<file path="src/rtl/mem_byte_seq_ctrl_pkg.sv">
// Shared types and helpers for the byte-serialising memory controller.
// Size codes follow the RV32I funct3 low bits; code 2'b11 behaves as a word.
package mem_ctrl_pkg;

  typedef enum logic [1:0] {
    SZ_BYTE = 2'b00,
    SZ_HALF = 2'b01,
    SZ_WORD = 2'b10
  } size_e;

  typedef enum logic [1:0] {
    ST_IDLE = 2'b00,
    ST_XFER = 2'b01,
    ST_RESP = 2'b10
  } state_e;

  localparam logic REQ_IF = 1'b0;
  localparam logic REQ_D  = 1'b1;

  function automatic logic [2:0] size_bytes(input logic [1:0] sz);
    case (sz)
      SZ_BYTE: return 3'd1;
      SZ_HALF: return 3'd2;
      default: return 3'd4;
    endcase
  endfunction

  function automatic logic [31:0] load_extend(input logic [31:0] raw,
                                              input logic [1:0]  sz,
                                              input logic        uns);
    case (sz)
      SZ_BYTE: return {{24{raw[7] & ~uns}}, raw[7:0]};
      SZ_HALF: return {{16{raw[15] & ~uns}}, raw[15:0]};
      default: return raw;
    endcase
  endfunction

endpackage

</file>
<file path="src/rtl/mem_byte_seq_ctrl_if.sv">
// Fetch port, data port and byte-bank signals of the shared memory controller.
// The slave modport is the controller's view; master is the surrounding core/bank.
interface mem_byte_seq_ctrl_if #(
  parameter int ADDR_WIDTH = 13
);
  logic                  if_valid_i;
  logic                  if_ready_o;
  logic [ADDR_WIDTH-1:0] if_addr_i;
  logic                  if_rvalid_o;
  logic [31:0]           if_rdata_o;

  logic                  d_valid_i;
  logic                  d_ready_o;
  logic                  d_we_i;
  logic [1:0]            d_size_i;
  logic                  d_unsigned_i;
  logic [ADDR_WIDTH-1:0] d_addr_i;
  logic [31:0]           d_wdata_i;
  logic                  d_rvalid_o;
  logic [31:0]           d_rdata_o;

  logic                  mem_we_o;
  logic [ADDR_WIDTH-1:0] mem_addr_o;
  logic [7:0]            mem_wdata_o;
  logic [7:0]            mem_rdata_i;

  modport slave (
    input  if_valid_i, if_addr_i,
    input  d_valid_i, d_we_i, d_size_i, d_unsigned_i, d_addr_i, d_wdata_i,
    input  mem_rdata_i,
    output if_ready_o, if_rvalid_o, if_rdata_o,
    output d_ready_o, d_rvalid_o, d_rdata_o,
    output mem_we_o, mem_addr_o, mem_wdata_o
  );

  modport master (
    output if_valid_i, if_addr_i,
    output d_valid_i, d_we_i, d_size_i, d_unsigned_i, d_addr_i, d_wdata_i,
    output mem_rdata_i,
    input  if_ready_o, if_rvalid_o, if_rdata_o,
    input  d_ready_o, d_rvalid_o, d_rdata_o,
    input  mem_we_o, mem_addr_o, mem_wdata_o
  );
endinterface

</file>
<file path="src/rtl/mem_byte_seq_ctrl_rr_arbiter.sv">
// Two-way round-robin arbiter; the pointer remembers the last winner so a
// contested cycle goes to the other requester. After reset fetch wins ties.
module mem_rr_arbiter
  import mem_ctrl_pkg::*;
(
  input  logic       clk_i,
  input  logic       rst_i,
  input  logic [1:0] valid_i,
  input  logic       enable_i,
  input  logic       advance_i,
  output logic [1:0] grant_o
);

  logic last_q;
  logic last_d;

  always_comb begin
    grant_o = 2'b00;
    if (enable_i) begin
      if (valid_i == 2'b11) begin
        grant_o = (last_q == REQ_D) ? 2'b01 : 2'b10;
      end else begin
        grant_o = valid_i;
      end
    end
  end

  always_comb begin
    last_d = last_q;
    if (advance_i) begin
      last_d = grant_o[REQ_D];
    end
  end

  always_ff @(posedge clk_i) begin
    if (rst_i) begin
      last_q <= REQ_D;
    end else begin
      last_q <= last_d;
    end
  end

endmodule

</file>
<file path="src/rtl/mem_byte_seq_ctrl.sv">
// Shares one byte-wide bank between instruction fetch and load/store, splitting
// each access into little-endian byte cycles and extending load results.
module mem_byte_seq_ctrl
  import mem_ctrl_pkg::*;
#(
  parameter  int DATA_DEPTH = 8192,
  localparam int ADDR_WIDTH = $clog2(DATA_DEPTH)
) (
  input logic                clk_i,
  input logic                rst_i,
  mem_byte_seq_ctrl_if.slave bus
);

  state_e                state_q, state_d;
  logic                  owner_q, owner_d;
  logic [ADDR_WIDTH-1:0] base_q, base_d;
  logic                  we_q, we_d;
  logic [1:0]            size_q, size_d;
  logic                  uns_q, uns_d;
  logic [31:0]           wdata_q, wdata_d;
  logic [1:0]            idx_q, idx_d;
  logic [31:0]           buf_q, buf_d;
  logic                  mem_we_q, mem_we_d;
  logic [ADDR_WIDTH-1:0] mem_addr_q, mem_addr_d;
  logic [7:0]            mem_wdata_q, mem_wdata_d;
  logic                  if_rvalid_q, if_rvalid_d;
  logic                  d_rvalid_q, d_rvalid_d;
  logic [31:0]           rdata_q, rdata_d;

  logic [1:0]  grant;
  logic        accept;
  logic [2:0]  nbytes;
  logic [1:0]  last_idx;
  logic [1:0]  idx_nxt;
  logic [31:0] buf_merged;

  mem_rr_arbiter u_arb (
    .clk_i     (clk_i),
    .rst_i     (rst_i),
    .valid_i   ({bus.d_valid_i, bus.if_valid_i}),
    .enable_i  ((state_q == ST_IDLE) && !rst_i),
    .advance_i (accept),
    .grant_o   (grant)
  );

  assign accept   = |grant;
  assign nbytes   = size_bytes(size_q);
  assign last_idx = 2'(nbytes - 3'd1);
  assign idx_nxt  = idx_q + 2'd1;

  // The byte arriving this cycle is merged so the final cycle can extend it directly.
  for (genvar gi = 0; gi < 4; gi++) begin : g_lane
    assign buf_merged[8*gi +: 8] = (!we_q && idx_q == 2'(gi)) ? bus.mem_rdata_i
                                                               : buf_q[8*gi +: 8];
  end

  always_comb begin
    state_d     = state_q;
    owner_d     = owner_q;
    base_d      = base_q;
    we_d        = we_q;
    size_d      = size_q;
    uns_d       = uns_q;
    wdata_d     = wdata_q;
    idx_d       = idx_q;
    buf_d       = buf_q;
    mem_we_d    = 1'b0;
    mem_addr_d  = '0;
    mem_wdata_d = '0;
    if_rvalid_d = 1'b0;
    d_rvalid_d  = 1'b0;
    rdata_d     = '0;
    case (state_q)
      ST_IDLE: begin
        if (accept) begin
          owner_d = grant[REQ_D];
          if (grant[REQ_D]) begin
            base_d  = bus.d_addr_i;
            we_d    = bus.d_we_i;
            size_d  = bus.d_size_i;
            uns_d   = bus.d_unsigned_i;
            wdata_d = bus.d_wdata_i;
          end else begin
            base_d  = bus.if_addr_i;
            we_d    = 1'b0;
            size_d  = SZ_WORD;
            uns_d   = 1'b0;
            wdata_d = '0;
          end
          idx_d       = '0;
          buf_d       = '0;
          mem_addr_d  = base_d;
          mem_we_d    = we_d;
          mem_wdata_d = wdata_d[7:0];
          state_d     = ST_XFER;
        end
      end
      ST_XFER: begin
        buf_d = buf_merged;
        if (idx_q == last_idx) begin
          state_d     = ST_RESP;
          if_rvalid_d = (owner_q == REQ_IF);
          d_rvalid_d  = (owner_q == REQ_D);
          rdata_d     = we_q ? '0 : load_extend(buf_merged, size_q, uns_q);
        end else begin
          idx_d       = idx_nxt;
          mem_addr_d  = base_q + ADDR_WIDTH'(idx_nxt);
          mem_we_d    = we_q;
          mem_wdata_d = wdata_q[{idx_nxt, 3'b000} +: 8];
        end
      end
      ST_RESP: begin
        state_d = ST_IDLE;
      end
      default: begin
        state_d = ST_IDLE;
      end
    endcase
  end

  always_ff @(posedge clk_i) begin
    if (rst_i) begin
      state_q     <= ST_IDLE;
      owner_q     <= REQ_IF;
      base_q      <= '0;
      we_q        <= 1'b0;
      size_q      <= '0;
      uns_q       <= 1'b0;
      wdata_q     <= '0;
      idx_q       <= '0;
      buf_q       <= '0;
      mem_we_q    <= 1'b0;
      mem_addr_q  <= '0;
      mem_wdata_q <= '0;
      if_rvalid_q <= 1'b0;
      d_rvalid_q  <= 1'b0;
      rdata_q     <= '0;
    end else begin
      state_q     <= state_d;
      owner_q     <= owner_d;
      base_q      <= base_d;
      we_q        <= we_d;
      size_q      <= size_d;
      uns_q       <= uns_d;
      wdata_q     <= wdata_d;
      idx_q       <= idx_d;
      buf_q       <= buf_d;
      mem_we_q    <= mem_we_d;
      mem_addr_q  <= mem_addr_d;
      mem_wdata_q <= mem_wdata_d;
      if_rvalid_q <= if_rvalid_d;
      d_rvalid_q  <= d_rvalid_d;
      rdata_q     <= rdata_d;
    end
  end

  assign bus.if_ready_o  = grant[REQ_IF];
  assign bus.d_ready_o   = grant[REQ_D];
  assign bus.if_rvalid_o = if_rvalid_q;
  assign bus.d_rvalid_o  = d_rvalid_q;
  assign bus.if_rdata_o  = if_rvalid_q ? rdata_q : '0;
  assign bus.d_rdata_o   = d_rvalid_q ? rdata_q : '0;
  // A reset cycle must not commit the byte that was scheduled for it.
  assign bus.mem_we_o    = mem_we_q & ~rst_i;
  assign bus.mem_addr_o  = mem_addr_q;
  assign bus.mem_wdata_o = mem_wdata_q;

endmodule

</file>
<file path="src/flat_wrapper.sv">
// flat-port wrapper written by rule: the top's interface ports become plain ports
module mem_byte_seq_ctrl_flat import mem_ctrl_pkg::*;
#(
  parameter  int DATA_DEPTH = 8192,
  localparam int ADDR_WIDTH = $clog2(DATA_DEPTH)
)
  (clk_i, rst_i, bus_if_valid_i, bus_if_addr_i, bus_d_valid_i, bus_d_we_i, bus_d_size_i, bus_d_unsigned_i, bus_d_addr_i, bus_d_wdata_i, bus_mem_rdata_i, bus_if_ready_o, bus_if_rvalid_o, bus_if_rdata_o, bus_d_ready_o, bus_d_rvalid_o, bus_d_rdata_o, bus_mem_we_o, bus_mem_addr_o, bus_mem_wdata_o);
  mem_byte_seq_ctrl_if #(.ADDR_WIDTH((13))) bus_i ();
  input logic clk_i;
  input logic rst_i;
  input wire logic [$bits(bus_i.if_valid_i)-1:0] bus_if_valid_i;
  input wire logic [$bits(bus_i.if_addr_i)-1:0] bus_if_addr_i;
  input wire logic [$bits(bus_i.d_valid_i)-1:0] bus_d_valid_i;
  input wire logic [$bits(bus_i.d_we_i)-1:0] bus_d_we_i;
  input wire logic [$bits(bus_i.d_size_i)-1:0] bus_d_size_i;
  input wire logic [$bits(bus_i.d_unsigned_i)-1:0] bus_d_unsigned_i;
  input wire logic [$bits(bus_i.d_addr_i)-1:0] bus_d_addr_i;
  input wire logic [$bits(bus_i.d_wdata_i)-1:0] bus_d_wdata_i;
  input wire logic [$bits(bus_i.mem_rdata_i)-1:0] bus_mem_rdata_i;
  output wire logic [$bits(bus_i.if_ready_o)-1:0] bus_if_ready_o;
  output wire logic [$bits(bus_i.if_rvalid_o)-1:0] bus_if_rvalid_o;
  output wire logic [$bits(bus_i.if_rdata_o)-1:0] bus_if_rdata_o;
  output wire logic [$bits(bus_i.d_ready_o)-1:0] bus_d_ready_o;
  output wire logic [$bits(bus_i.d_rvalid_o)-1:0] bus_d_rvalid_o;
  output wire logic [$bits(bus_i.d_rdata_o)-1:0] bus_d_rdata_o;
  output wire logic [$bits(bus_i.mem_we_o)-1:0] bus_mem_we_o;
  output wire logic [$bits(bus_i.mem_addr_o)-1:0] bus_mem_addr_o;
  output wire logic [$bits(bus_i.mem_wdata_o)-1:0] bus_mem_wdata_o;
  assign bus_i.if_valid_i = bus_if_valid_i;
  assign bus_i.if_addr_i = bus_if_addr_i;
  assign bus_i.d_valid_i = bus_d_valid_i;
  assign bus_i.d_we_i = bus_d_we_i;
  assign bus_i.d_size_i = bus_d_size_i;
  assign bus_i.d_unsigned_i = bus_d_unsigned_i;
  assign bus_i.d_addr_i = bus_d_addr_i;
  assign bus_i.d_wdata_i = bus_d_wdata_i;
  assign bus_i.mem_rdata_i = bus_mem_rdata_i;
  assign bus_if_ready_o = bus_i.if_ready_o;
  assign bus_if_rvalid_o = bus_i.if_rvalid_o;
  assign bus_if_rdata_o = bus_i.if_rdata_o;
  assign bus_d_ready_o = bus_i.d_ready_o;
  assign bus_d_rvalid_o = bus_i.d_rvalid_o;
  assign bus_d_rdata_o = bus_i.d_rdata_o;
  assign bus_mem_we_o = bus_i.mem_we_o;
  assign bus_mem_addr_o = bus_i.mem_addr_o;
  assign bus_mem_wdata_o = bus_i.mem_wdata_o;
  mem_byte_seq_ctrl #(.DATA_DEPTH(DATA_DEPTH)) u_core (.clk_i(clk_i), .rst_i(rst_i), .bus(bus_i));
endmodule
</file>
<file path="config.mk">
export PLATFORM = sky130hd
export DESIGN_NAME = mem_byte_seq_ctrl_flat
export DESIGN_NICKNAME = d
export VERILOG_FILES = /design/src/rtl/mem_byte_seq_ctrl_pkg.sv /design/src/rtl/mem_byte_seq_ctrl_if.sv /design/src/rtl/mem_byte_seq_ctrl_rr_arbiter.sv /design/src/rtl/mem_byte_seq_ctrl.sv /design/src/flat_wrapper.sv
export SDC_FILE = /design/constraint.sdc
export NUM_CORES = 1
export LEC_CHECK = 0
export BUFFER_PORTS_ARGS = -buffer_cell sky130_fd_sc_hd__buf_2
export CORE_ASPECT_RATIO = 0.8
export CORE_MARGIN = 2
export CORE_UTILIZATION = 40
export CTS_CLUSTER_DIAMETER = 60
export DETAILED_ROUTE_END_ITERATION = 10
export GPL_TIMING_DRIVEN = 0
export PLACE_DENSITY = 0.68
export REMOVE_ABC_BUFFERS = 1
export SYNTH_ARGS = -nofsm -noshare
export SYNTH_HDL_FRONTEND = slang
export SYNTH_SLANG_ARGS = --single-unit
export TNS_END_PERCENT = 100
</file>
<file path="constraint.sdc">
create_clock -name clk_i -period 3.55 [get_ports clk_i]
set_input_delay 0.71 -clock clk_i [delete_from_list [all_inputs] [get_ports clk_i]]
set_output_delay 0.71 -clock clk_i [all_outputs]
set_load 0.1 [all_outputs]
</file>
==> reports/results.env, run 1 <==
CORE_AREA_SQ_UM=15600
POWER.DENSITY_nW_PER_UM2=508
TIMING.CRITICAL_PATH.FANOUT_MAX=41
FINALWEIGHTEDCONGESTION=0.790
POSTSYNTHAREAPERCELL_SQ_UM=9.21
SYNTH_FLOP_CELL='sky130_fd_sc_hd__dfxtp_1'
DRIVE_ABOVE_1_SHARE=0.299
YOSYS_WARNINGS=0
FINISH.UTILIZATION=0.501
CLOCK_SINK_COUNT=143
AVGROUTEDWIREPERCELL_UM=14.8
SIMPLE_GATE_SHARE_OF_THE_SYNTHESIZED_AREA=0.195
TOTAL_POWER_W=0.00398
CTS-HTREE-LEVELS=4
MAIN_COMBINATIONAL_CELL_FAMILY_BY_AREA_AFTER_SYNTHESIS='simple AND/OR/NAND/NOR gates'
POWER_SWITCHING_SHARE=0.294
WIRE_LENGTH_OF_THE_FIRST_GLOBAL_ROUTING_PASS_UM=25000
DRT_ITER0_DRC=296
NETLIST_AREA_SQ_UM=6340
YOSYSSEQAREASHARE=0.451
SETUP.WORST_PATH.START_CLASS='input port'
FINALWIRELENGTH_UM=15600
FINAL_PERIOD_MINUS_WORST_SETUP_SLACK_NS=3.35
CRITPATHCAPTURETYPE='output pin'
NUMPORTBUFFERS=163
MOSTFREQUENTLAYOUTCELL='sky130_fd_sc_hd__buf_2'
SKEW_NS=0.00536
GLOBAL_ROUTE.OVERFLOW_TOTAL=0
CLOCK_LATENCY_NS=0.42
HOLD_PATH_CLASS='reg -> reg'
TIMING.FINAL.HOLD_VIOLATIONS=0
SYNTHADDERAREAFRAC=0.0170
CTS_BUFFERS=17
NNETSFINAL=905
HEIGHT_OF_THE_CHIP_UM=117
SYNTH_CELLS=689
SYNTHARSTFLOPSHARE=0
WORST_EP_REQUIRED_TIME_NS=2.84
SYNTH_ENABLE_FLOP_CELLS=0
CELLLEAKAGEPOWER_nW=3.20
MAXCLOCKFREQUENCY_MHz=298
WORST_PIN_SLEW_NS=1.05
COMB_POWER_SHARE=0.136
FLOORPLAN.INITIALDENSITY=0.406
DP_HPWL_UM=10400
DESIGN.DIE.AREA_SQ_UM=16900
NUM-FILL-CELLS=1484
RUN_STATUS='completed'
CRITICALPATHCATEGORY='in -> out'
POSTSYNTHREGISTERBITS=143
P_INT_W=0.00281
FIN_WORST_HOLD_SLACK_NS=0.445
CPMAXSTAGEDELAYCELL='sky130_fd_sc_hd__buf_2'
MIN_PERIOD_OVER_PERIOD=0.944
PATH_DELAY_FAMILY='buffers and inverters'
FP-ROW-COUNT=41
P_SWITCHING_W=0.00117
CRITPATHBUFINV=3
YOSYSUNIQUECELLTYPES=53
DRC=0
POST_SYNTH_MUX_AREA_SHARE=0.101
UNREPAIRED_SETUP_ENDPOINTS_AFTER_GLOBAL_ROUTING='false'
CLOCK_POWER_SHARE=0.431
SYNTH-COMPOUND-AREA-SHARE=0.174
CAP_VIOLATIONS=0
SYN2LAYOUT_AREA_GROWTH_PCT=23.5
SEQ_PWR_SHARE=0.433
SETUP_VIOL_COUNT_FINAL=0
PATH_COMMON_CELL='sky130_fd_sc_hd__buf_2'
CLOCK_TREE_FROM_TRITONCTS='yes'
CPPEAKSTAGEDELAY_NS=0.54
PIN_COUNT_OF_THE_BIGGEST_NET_ENTERING_GLOBAL_ROUTING=54
ANTENNA_FOUND_INITIAL=1
CTS.PATH.MAX_BUFFERS=2
DETAILED_ROUTER_ITERATION_COUNT_BEFORE_ANTENNA_REPAIR=5
TIMING.FINAL.MAX_SLEW_VIOLATIONS=0
CLK_TRANSITION_REPORTED_PATHS_NS=0.06
CTS_ROOT_BUFFER='sky130_fd_sc_hd__clkbuf_16'
VIA_PER_INST=5.04
VIAS=5297
DETAIL-ROUTE-ANTENNA-NETS=0
NUMBER_OF_TOP_LEVEL_DESIGN_PORTS=164
TIMING.CRITICAL_PATH.CELLS='buf_2 > a21boi_2 > nand2_1 > clkinv_2 > buf_2'
ARRIVAL_TIME_REPORTED_FOR_THE_CRITICAL_PATH_ENDPOINT_NS=2.64
GRT_PASS1_VIAS=4855
GRT_USE_TOTAL=0.190
MOSTFREQUENTLAYOUTCELLS='sky130_fd_sc_hd__buf_2 (162), sky130_fd_sc_hd__dfxtp_1 (142), sky130_fd_sc_hd__nand2_1 (71)'
SLEW_HEADROOM=0.297
CHIPWIDTH_UM=145
POST_SYNTH_XOR_AREA_FRACTION=0.0110
IR_DROP_uV=344
-- area by class of cell --
cell class                 instances  area [sq um]  area share
sequential                       143          2860       0.366
tap                              215           269      0.0343
timing repair buffer             166           861       0.110
inverter                          21          80.1      0.0102
clock inverter                    15           139      0.0177
antenna                            1          2.50    0.000319
clock buffer                      17           425      0.0543
multi-input combinational        474          3190       0.408
-- final timing paths --
path / start / to / slack [ns] / cells past startpoint
worst max-delay path: bus_d_valid_i / bus_d_ready_o / 0.20 / 5
worst min-delay path: u_core.owner_q$_SDFFE_PP0P_ / u_core.bus.if_rvalid_o$_SDFF_PP0_ / 0.45 / 1
worst max register to register: u_core.idx_q[0]$_SDFFE_PP0P_ / u_core.bus.mem_addr_o[12]$_SDFF_PP0_ / 0.47 / 8
worst min register to register: u_core.owner_q$_SDFFE_PP0P_ / u_core.bus.if_rvalid_o$_SDFF_PP0_ / 0.45 / 1
-- power by group through the flow --
stage | logic, W | clock network [W] | registers [W]
after global placement | 0.000518 | 0 | 0.00176
after CTS | 0.000543 | 0.00174 | 0.00172
after floorplan | 0.000270 | 0 | 0.00184
final | 0.000541 | 0.00172 | 0.00172
after global routing | 0.000587 | 0.00183 | 0.00173
after detailed placement | 0.000541 | 0 | 0.00176
-- flip-flops by register name, summed over array words and instances, names as in the netlist, 2 cells and up --
| signal | flops |
|---|---|
| u_core.bus.mem_addr_o | 13 |
| u_core.wdata_q | 32 |
| u_core.size_q | 2 |
| u_core.buf_q | 32 |
| u_core.state_q | 2 |
| u_core.base_q | 13 |
| u_core.rdata_q | 32 |
| u_core.idx_q | 2 |
| u_core.bus.mem_wdata_o | 8 |
-- metal layers --
layer,share of wire,global-route usage,vias up
met3,0.047,0.0459,13
li1,-,-,2670
met4,0.0097,0.0583,0
met1,0.50,0.264,2495
met5,0,0,-
met2,0.45,0.294,119
-- cells in the mapped netlist (9+ instances only) --
master / number / area (sq um)
sky130_fd_sc_hd__a22oi_1: 28 / 210
sky130_fd_sc_hd__o32ai_1: 15 / 131
sky130_fd_sc_hd__mux2i_1: 27 / 270
sky130_fd_sc_hd__mux2_2: 17 / 191
sky130_fd_sc_hd__nor2_1: 44 / 165
sky130_fd_sc_hd__dfxtp_1: 143 / 2860
sky130_fd_sc_hd__buf_2: 16 / 80.1
sky130_fd_sc_hd__inv_1: 20 / 75.1
sky130_fd_sc_hd__a22o_1: 19 / 166
sky130_fd_sc_hd__or2_2: 9 / 56.3
sky130_fd_sc_hd__o21ai_0: 16 / 80.1
sky130_fd_sc_hd__and2_1: 67 / 419
sky130_fd_sc_hd__a21oi_1: 61 / 305
sky130_fd_sc_hd__clkbuf_1: 29 / 109
sky130_fd_sc_hd__nor3_1: 11 / 55.1
sky130_fd_sc_hd__nand2b_1: 10 / 62.6
sky130_fd_sc_hd__nand2_1: 71 / 267
sky130_fd_sc_hd__nor2b_1: 9 / 56.3
-- through the flow --
step / instance area [sq um] / setup WS [ns] / instances / TNS, ns
4_1_cts: 7830 / 0.117 / 1051 / 0
2_1_floorplan: 6100 / 0.218 / 638 / 0
3_5_place_dp: 7250 / -0.832 / 1019 / -11.04
3_3_place_gp: 7180 / -0.801 / 1016 / -34.08
6_report: 7830 / 0.199 / 1052 / 0
5_1_grt: 7830 / 0.0228 / 1052 / 0
-- cell families after synthesis --
kind of cell	after synthesis
AOI/OAI and AO/OA	165
xor gates and xnor gates	8
adders and majority gates	8
buffers and inverters	72
DFF	143
muxes	52
and+or+nand+nor	241
-- timing repair --
item	in CTS	in global routing
buffers inserted	0	0
hold buffers	0	0
gates resized for setup	5	1
pin swaps	0	0
setup endpoints to repair	1	4
No activity file was read; power rests on OpenSTA's default activity.
==> inputs of run 2 (changes only) <==
ABC_AREA = 1   (was default)
SETUP_SLACK_MARGIN = 0.2   (was default)
==> run 2 against run 1 <==
Via count is 17% higher. Area after synthesis is 4.3% higher. Maximum frequency is 5.2% higher. Synthesized cell count is 42% higher. Clock power is 3% higher. Total power is 7.3% higher. Combinational power is 40% higher. Die area is 4.1% higher. Non-clock buffer count is 1 lower. First-iteration DRC count is 1.0% higher. Count of clock-buffer cells in the layout is 6 higher. Largest cell class unchanged.
==> reports/results.env, run 2 <==
NNETSFINAL=1197  # +32%
FINALWEIGHTEDCONGESTION=0.783  # -0.77%
SETUP.WORST_PATH.START_CLASS='input port'
RRSETUPSLACK_NS=0.52  # +0.05 ns
FINISH.UTILIZATION=0.496  # -0.00420
CPMAXSTAGEDELAYCELL='sky130_fd_sc_hd__buf_2'
SETUP_VIOL_COUNT_FINAL=0  # unchanged
HP-START='u_core.owner_q$_SDFFE_PP0P_'
YOSYSUNIQUECELLTYPES=34  # -36%
RR_WORST_DEPTH=9  # +1
VIAS=6174  # +17%
CAP_VIOLATIONS=0  # unchanged
SKEW_NS=0.00844  # +0.00308 ns
CRITPATHCAPTURETYPE='output pin'
SYNTH_ENABLE_FLOP_CELLS=0  # unchanged
ARRIVAL_TIME_REPORTED_FOR_THE_CRITICAL_PATH_ENDPOINT_NS=2.47  # -0.17 ns
CHIPWIDTH_UM=148  # +2.1%
WIRE_LENGTH_OF_THE_FIRST_GLOBAL_ROUTING_PASS_UM=26200  # +4.7%
FLOORPLAN.INITIALDENSITY=0.405  # -0.000756
MAXCLOCKFREQUENCY_MHz=314  # +5.2%
VIA_PER_INST=4.57  # -9.2%
NUMBER_OF_TOP_LEVEL_DESIGN_PORTS=164  # unchanged
AVGROUTEDWIREPERCELL_UM=11.7  # -21%
CLK_TRANSITION_REPORTED_PATHS_NS=0.06  # about the same
SYNTH_CELLS=979  # +42%
FINAL.SETUP.TNS_NS=0  # unchanged
BIGGESTREGSBYFLOPS='u_core.buf_q x32, u_core.rdata_q x32, u_core.wdata_q x32'
DRT_ITER0_DRC=299  # +1.0%
POWER.DENSITY_nW_PER_UM2=526  # +3.6%
FINAL_PERIOD_MINUS_WORST_SETUP_SLACK_NS=3.18  # -0.166 ns
PLACE_WS_NS=-0.472  # +0.360 ns
FF_LATCH_AREA_SQ_UM=2860  # unchanged
WORST_MIN_DELAY_PATH_ENDPOINT='u_core.bus.if_rvalid_o$_SDFF_PP0_'
LAYOUTNONFILLERINSTCOUNT=1350  # +28%
MIN_PATH_CELLS=1  # unchanged
PATH_DELAY_FAMILY='buffers and inverters'
PLACE_INST=1316  # +29%
MOSTFREQUENTLAYOUTCELL='sky130_fd_sc_hd__nand2_1'
SLEW_HEADROOM=0.170  # -0.128
PIN_COUNT_OF_THE_BIGGEST_NET_ENTERING_GLOBAL_ROUTING=85  # +57%
DRIVE_ABOVE_1_SHARE=0.215  # -0.0836
FINAL_CRITICAL_PATH_SETUP_SLACK_NS=0.366  # +0.166 ns
NUMPORTBUFFERS=163  # unchanged
POSTSYNTHREGISTERBITS=143  # unchanged
HOLD_PATH_CLASS='reg -> reg'
RR_ENDPOINT='u_core.bus.mem_addr_o[6]$_SDFF_PP0_'
NUM-FILL-CELLS=1662  # +12%
POST_SYNTH_MAIN_AREA_CONTRIBUTORS='sky130_fd_sc_hd__dfxtp_1 (43%), sky130_fd_sc_hd__nand2_1 (17%), sky130_fd_sc_hd__inv_1 (9.0%), sky130_fd_sc_hd__a21oi_1 (6.7%), sky130_fd_sc_hd__o21ai_0 (4.1%)'
DETAILED_ROUTER_ITERATION_COUNT_BEFORE_ANTENNA_REPAIR=5  # unchanged
DESIGN.DIE.AREA_SQ_UM=17600  # +4.1%
DP_HPWL_UM=10200  # -1.8%
GLOBAL_ROUTE.OVERFLOW_TOTAL=0  # unchanged
FINALWIRELENGTH_UM=15700  # +1.0%
WORST_EP_REQUIRED_TIME_NS=2.84  # about the same
TIMING.CRITICAL_PATH.FANOUT_MAX=84  # +100%
SYNTH_FLOP_CELL='sky130_fd_sc_hd__dfxtp_1'
HEIGHT_OF_THE_CHIP_UM=119  # +2.0%
CELL_ACCOUNTING_FOR_THE_MOST_SYNTHESIZED_AREA='sky130_fd_sc_hd__dfxtp_1'
POSTSYNTHAREAPERCELL_SQ_UM=6.76  # -27%
CORE_AREA_SQ_UM=16300  # +4.5%
CTS.PATH.MAX_BUFFERS=2  # unchanged
CLOCK_TREE_FROM_TRITONCTS='yes'
MOSTFREQUENTLAYOUTCELLS='sky130_fd_sc_hd__nand2_1 (295), sky130_fd_sc_hd__buf_2 (162), sky130_fd_sc_hd__inv_1 (159)'
UNREPAIRED_SETUP_ENDPOINTS_AFTER_GLOBAL_ROUTING='false'
CLOCK_SINK_COUNT=143  # unchanged
DETAIL-ROUTE-ANTENNA-NETS=0  # unchanged
NETLIST_AREA_SQ_UM=6620  # +4.3%
CRITICALPATHCATEGORY='in -> out'
CPPEAKSTAGEDELAY_NS=0.46  # -0.08 ns
CRITPATHBUFINV=4  # +1
IR_DROP_uV=363  # +5.7%
CTS_ROOT_BUFFER='sky130_fd_sc_hd__clkbuf_16'
CTS_BUFFERS=17  # unchanged
CTS-HTREE-LEVELS=4  # unchanged
ANTENNA_FOUND_INITIAL=3  # +2
WORST_PIN_SLEW_NS=1.25  # +0.194 ns
MIN_PERIOD_OVER_PERIOD=0.897  # -0.0469
TIMING.CRITICAL_PATH.CELLS='buf_4 > inv_2 > nand2_2 > nor2_4 > buf_12 > buf_2'
NETLIST.AREA_LEADER.SHARE=0.433  # -0.0184
MOST_COMMON_CELL_IN_THE_NETLIST='sky130_fd_sc_hd__nand2_1'
DRC=0  # unchanged
CELLLEAKAGEPOWER_nW=4.24  # +33%
FP-ROW-COUNT=42  # +2.4%
GRT_USE_TOTAL=0.184  # -0.00632
CLOCK_LATENCY_NS=0.42  # about the same
YOSYSSEQAREASHARE=0.433  # -0.0184
TIMING.FINAL.MAX_SLEW_VIOLATIONS=0  # unchanged
GRT_PASS1_VIAS=5364  # +10%
TIMING.RR.START='u_core.idx_q[0]$_SDFFE_PP0P_'
YS_TOP_CELLS_BY_COUNT='sky130_fd_sc_hd__nand2_1 (296), sky130_fd_sc_hd__inv_1 (159), sky130_fd_sc_hd__dfxtp_1 (143), sky130_fd_sc_hd__a21oi_1 (89), sky130_fd_sc_hd__nor2_1 (61)'
RUN_STATUS='completed'
MULTI_INPUT_AREA_SQ_UM=2900  # -9.1%
SYN2LAYOUT_AREA_GROWTH_PCT=22.7
TIMING.FINAL.HOLD_VIOLATIONS=0  # unchanged
YOSYS_WARNINGS=0  # unchanged
SYNTHARSTFLOPSHARE=0  # unchanged
==> run 2: report_power, final <==
part / switching, W / internal, W / total (W)
clock: 0.000678 / 0.00109 / 0.00177
sequential: 0.0000601 / 0.00169 / 0.00175
combinational: 0.000555 / 0.000204 / 0.000759
==> run 2: kinds of logic after synthesis <==
| family | synth area share |
|---|---|
| AO/OA/AOI/OAI | 0.156 |
| XOR/XNOR | 0.00265 |
| adder cells (fa/ha/maj) | 0.0163 |
| buffers and inverters | 0.131 |
| flip-flops | 0.433 |
| AND/OR/NAND/NOR | 0.262 |
==> run 2: worst max-delay path by stage <==
stage                     cells past startpoint  startpoint                           end  slack [ns]
after floorplan                               3       rst_i                 bus_d_ready_o        0.29
after global placement                        5       rst_i                 bus_d_ready_o       -1.10
after detailed placement                      7       rst_i  u_core.buf_q[1]$_SDFFE_PP0P_       -0.47
after CTS                                     7       rst_i  u_core.buf_q[1]$_SDFFE_PP0P_        0.22
after global routing                          6       rst_i                 bus_d_ready_o        0.24
final                                         6       rst_i                 bus_d_ready_o        0.37
==> run 2: per-stage QoR <==
step	instance area, sq um	hold slack [ns]	power (W)
after global placement	7470	0.400	0.00252
after floorplan	6380	0.391	0.00231
final	8110	0.406	0.00427
after detailed placement	7510	0.402	0.00253
after CTS	8100	0.410	0.00431
after global routing	8110	0.428	0.00449
==> run 2: timing repair <==
action,CTS,global route
hold buffers,0,0
setup buffers,0,0
gates resized for setup,2,3
endpoints found under the setup margin,27,27
==> run 2: layer usage <==
layer	routed length (um)	track usage
met5	11	0
met4	105	0.0433
met3	1100	0.0579
met2	6890	0.283
met1	7640	0.252
==> run 2: area by class of cell <==
cell class	count	area share
Clock inverter	9	0.0134
Clock buffer	23	0.0589
Antenna cell	2	0.000617
Inverter	166	0.0776
Multi-Input combinational cell	622	0.358
Tap cell	220	0.0339
Timing Repair Buffer	165	0.105
Sequential cell	143	0.353
==> inputs of run 3 (changes only) <==
CORE_MARGIN = 1.5   (was 2)
==> run 3 against run 2 <==
Worst hold slack got worse by 0.0058 ns. Via count increased by 0.68%. Count of clock-buffer cells in the layout decreased by 5. First-iteration DRC count increased by 18%. Register-to-register slack improved by 0.05 ns. Non-clock buffer count unchanged. Highest routed layer unchanged.
==> reports/results.env, run 3 (synthesized netlist as in run 2, its figures left out) <==
CELLLEAKAGEPOWER_nW=4.26  # +0.29%
CAP_VIOLATIONS=0  # unchanged
VIA_PER_INST=4.63  # +1.1%
MIN_PERIOD_OVER_PERIOD=0.888  # -0.00859
WIRE_LENGTH_OF_THE_FIRST_GLOBAL_ROUTING_PASS_UM=26000  # -0.47%
SETUP_VIOL_COUNT_FINAL=0  # unchanged
SYN2LAYOUT_AREA_GROWTH_PCT=22.7  # about the same
MIN_PATH_CELLS=1  # unchanged
SETUP.WORST_PATH.START_CLASS='input port'
GRT_USE_TOTAL=0.186  # +0.00265
DRT_ITER0_DRC=352  # +18%
CORE_AREA_SQ_UM=16000  # -2.4%
SKEW_NS=0.00832  # -0.000121 ns
TIMING.CRITICAL_PATH.FANOUT_MAX=84  # unchanged
CLOCK_LATENCY_NS=0.42  # about the same
CLK_TRANSITION_REPORTED_PATHS_NS=0.06  # about the same
FINALWEIGHTEDCONGESTION=0.767  # -2.1%
TIMING.FINAL.MAX_SLEW_VIOLATIONS=0  # unchanged
CTS-HTREE-LEVELS=4  # unchanged
FIN_WORST_HOLD_SLACK_NS=0.400  # -0.00576 ns
PIN_COUNT_OF_THE_BIGGEST_NET_ENTERING_GLOBAL_ROUTING=85  # unchanged
DRIVE_ABOVE_1_SHARE=0.217  # +0.00177
GRT_PASS1_VIAS=5496  # +2.5%
DP_HPWL_UM=10300  # +1.4%
MAXCLOCKFREQUENCY_MHz=317  # +0.97%
POWER.DENSITY_nW_PER_UM2=532  # +1.0%
GLOBAL_ROUTE.OVERFLOW_TOTAL=0  # unchanged
FLOORPLAN.INITIALDENSITY=0.415  # +0.00987
NUMPORTBUFFERS=163  # unchanged
CRITPATHCAPTURETYPE='output pin'
TIMING.CRITICAL_PATH.CELLS='buf_4 > inv_2 > nand2_2 > nor2_4 > buf_12 > buf_2'
FINISH.INSTANCE_AREA_SQ_UM=8120  # about the same
CLOCK_TREE_FROM_TRITONCTS='yes'
NUMBER_OF_GATES_ON_THE_WORST_PATH_WITH_BUFFERS_COUNTED=6  # unchanged
ARRIVAL_TIME_REPORTED_FOR_THE_CRITICAL_PATH_ENDPOINT_NS=2.44  # -0.03 ns
NUMBER_OF_TOP_LEVEL_DESIGN_PORTS=164  # unchanged
WORST_PIN_SLEW_NS=1.21  # -0.0356 ns
ANTENNA_FOUND_INITIAL=2  # -1
UNREPAIRED_SETUP_ENDPOINTS_AFTER_GLOBAL_ROUTING='false'
AVGROUTEDWIREPERCELL_UM=11.9  # +2.1%
WORST_EP_REQUIRED_TIME_NS=2.84  # about the same
CHIPWIDTH_UM=147  # -0.68%
FP-ROW-COUNT=41  # -2.4%
DRC=0  # unchanged
TIMING.FINAL.HOLD_VIOLATIONS=0  # unchanged
FINALWIRELENGTH_UM=16000  # +1.6%
MOSTFREQUENTLAYOUTCELL='sky130_fd_sc_hd__nand2_1'
DETAILED_ROUTER_ITERATION_COUNT_BEFORE_ANTENNA_REPAIR=5  # unchanged
NNETSFINAL=1197  # unchanged
RR_WORST_DEPTH=8  # -1
CTS_ROOT_BUFFER='sky130_fd_sc_hd__clkbuf_16'
BIGGESTREGSBYFLOPS='u_core.buf_q x32, u_core.rdata_q x32, u_core.wdata_q x32'
HOLD_BUFFERS=0  # unchanged
POST_DP_CELL_AREA_SQ_UM=7510  # about the same
HEIGHT_OF_THE_CHIP_UM=118  # -0.84%
FINAL_PERIOD_MINUS_WORST_SETUP_SLACK_NS=3.15  # -0.0305 ns
IR_DROP_uV=373  # +2.7%
CPPEAKSTAGEDELAY_NS=0.47  # about the same
CRITPATHBUFINV=4  # unchanged
VIAS=6216  # +0.68%
PATH_DELAY_FAMILY='buffers and inverters'
RUN_STATUS='completed'
CRITICALPATHCATEGORY='in -> out'
CPMAXSTAGEDELAYCELL='sky130_fd_sc_hd__buf_2'
POST_CTS.REPAIR.SETUP_BUFFERS=0  # unchanged
HOLD_PATH_CLASS='reg -> reg'
SLEW_HEADROOM=0.193  # +0.0237
CLOCK_SINK_COUNT=143  # unchanged
CTS_BUFFERS=17  # unchanged
CTS.PATH.MAX_BUFFERS=2  # unchanged
MOSTFREQUENTLAYOUTCELLS='sky130_fd_sc_hd__nand2_1 (295), sky130_fd_sc_hd__buf_2 (162), sky130_fd_sc_hd__inv_1 (159)'
DETAIL-ROUTE-ANTENNA-NETS=0  # unchanged
DESIGN.DIE.AREA_SQ_UM=17300  # -1.5%
run 3: changes by cell type in the layout (fill, tap and decap cells not counted), sizes merged:
cell	delta
clkbuf	-5
diode	-1
bufinv	+1
clkinv	+2
clkinvlp	-1
inv	+3
run 3: metrics by stage:
| step | total power, W | cells | setup TNS, ns | setup WS [ns] | utilization |
|---|---|---|---|---|---|
| floorplan | 0.00231 | 931 | 0 | 0.286 | - |
| global placement | 0.00252 | 1309 | -46.77 | -1.14 | 0.468 |
| detailed placement | 0.00254 | 1311 | -9.37 | -0.471 | 0.471 |
| CTS | 0.00434 | 1343 | 0 | 0.226 | 0.508 |
| global route | 0.00450 | 1343 | 0 | 0.269 | 0.509 |
| finish | 0.00431 | 1344 | 0 | 0.396 | 0.509 |
run 3: metal layers:
metal,vias up,GRT usage,routed length (um)
met5,-,0,12
met4,2,0.0644,131
met1,2750,0.248,7720
met2,164,0.294,7170
li1,3281,-,-
met3,19,0.0453,962
run 3: layout make-up:
class / instances / area (sq um)
clock inverter: 14 / 164
multi-input combinational: 622 / 2900
tap: 215 / 269
sequential: 143 / 2860
clock buffer: 18 / 429
fill: 1602 / 7840
inverter: 166 / 629
timing repair buffer: 165 / 853
antenna: 1 / 2.50
run 3: final timing paths:
path / startpoint / endpoint / slack (ns)
setup / recovery: rst_i / bus_d_ready_o / 0.40
hold / removal: u_core.owner_q$_SDFFE_PP0P_ / u_core.bus.if_rvalid_o$_SDFF_PP0_ / 0.40
setup reg to reg: u_core.idx_q[0]$_SDFFE_PP0P_ / u_core.bus.mem_addr_o[8]$_SDFF_PP0_ / 0.57
hold reg to reg: u_core.owner_q$_SDFFE_PP0P_ / u_core.bus.if_rvalid_o$_SDFF_PP0_ / 0.40
run 3: report_power, final:
part           internal [W]  switching (W)  total [W]
Clock               0.00110       0.000701    0.00180
Combinational      0.000205       0.000559   0.000764
Sequential          0.00169      0.0000605    0.00175
Total               0.00299        0.00132    0.00431
run 3: repair_timing:
action	in CTS	in global routing
resized for setup	2	3
setup endpoints to repair	27	27
gates cloned	0	0
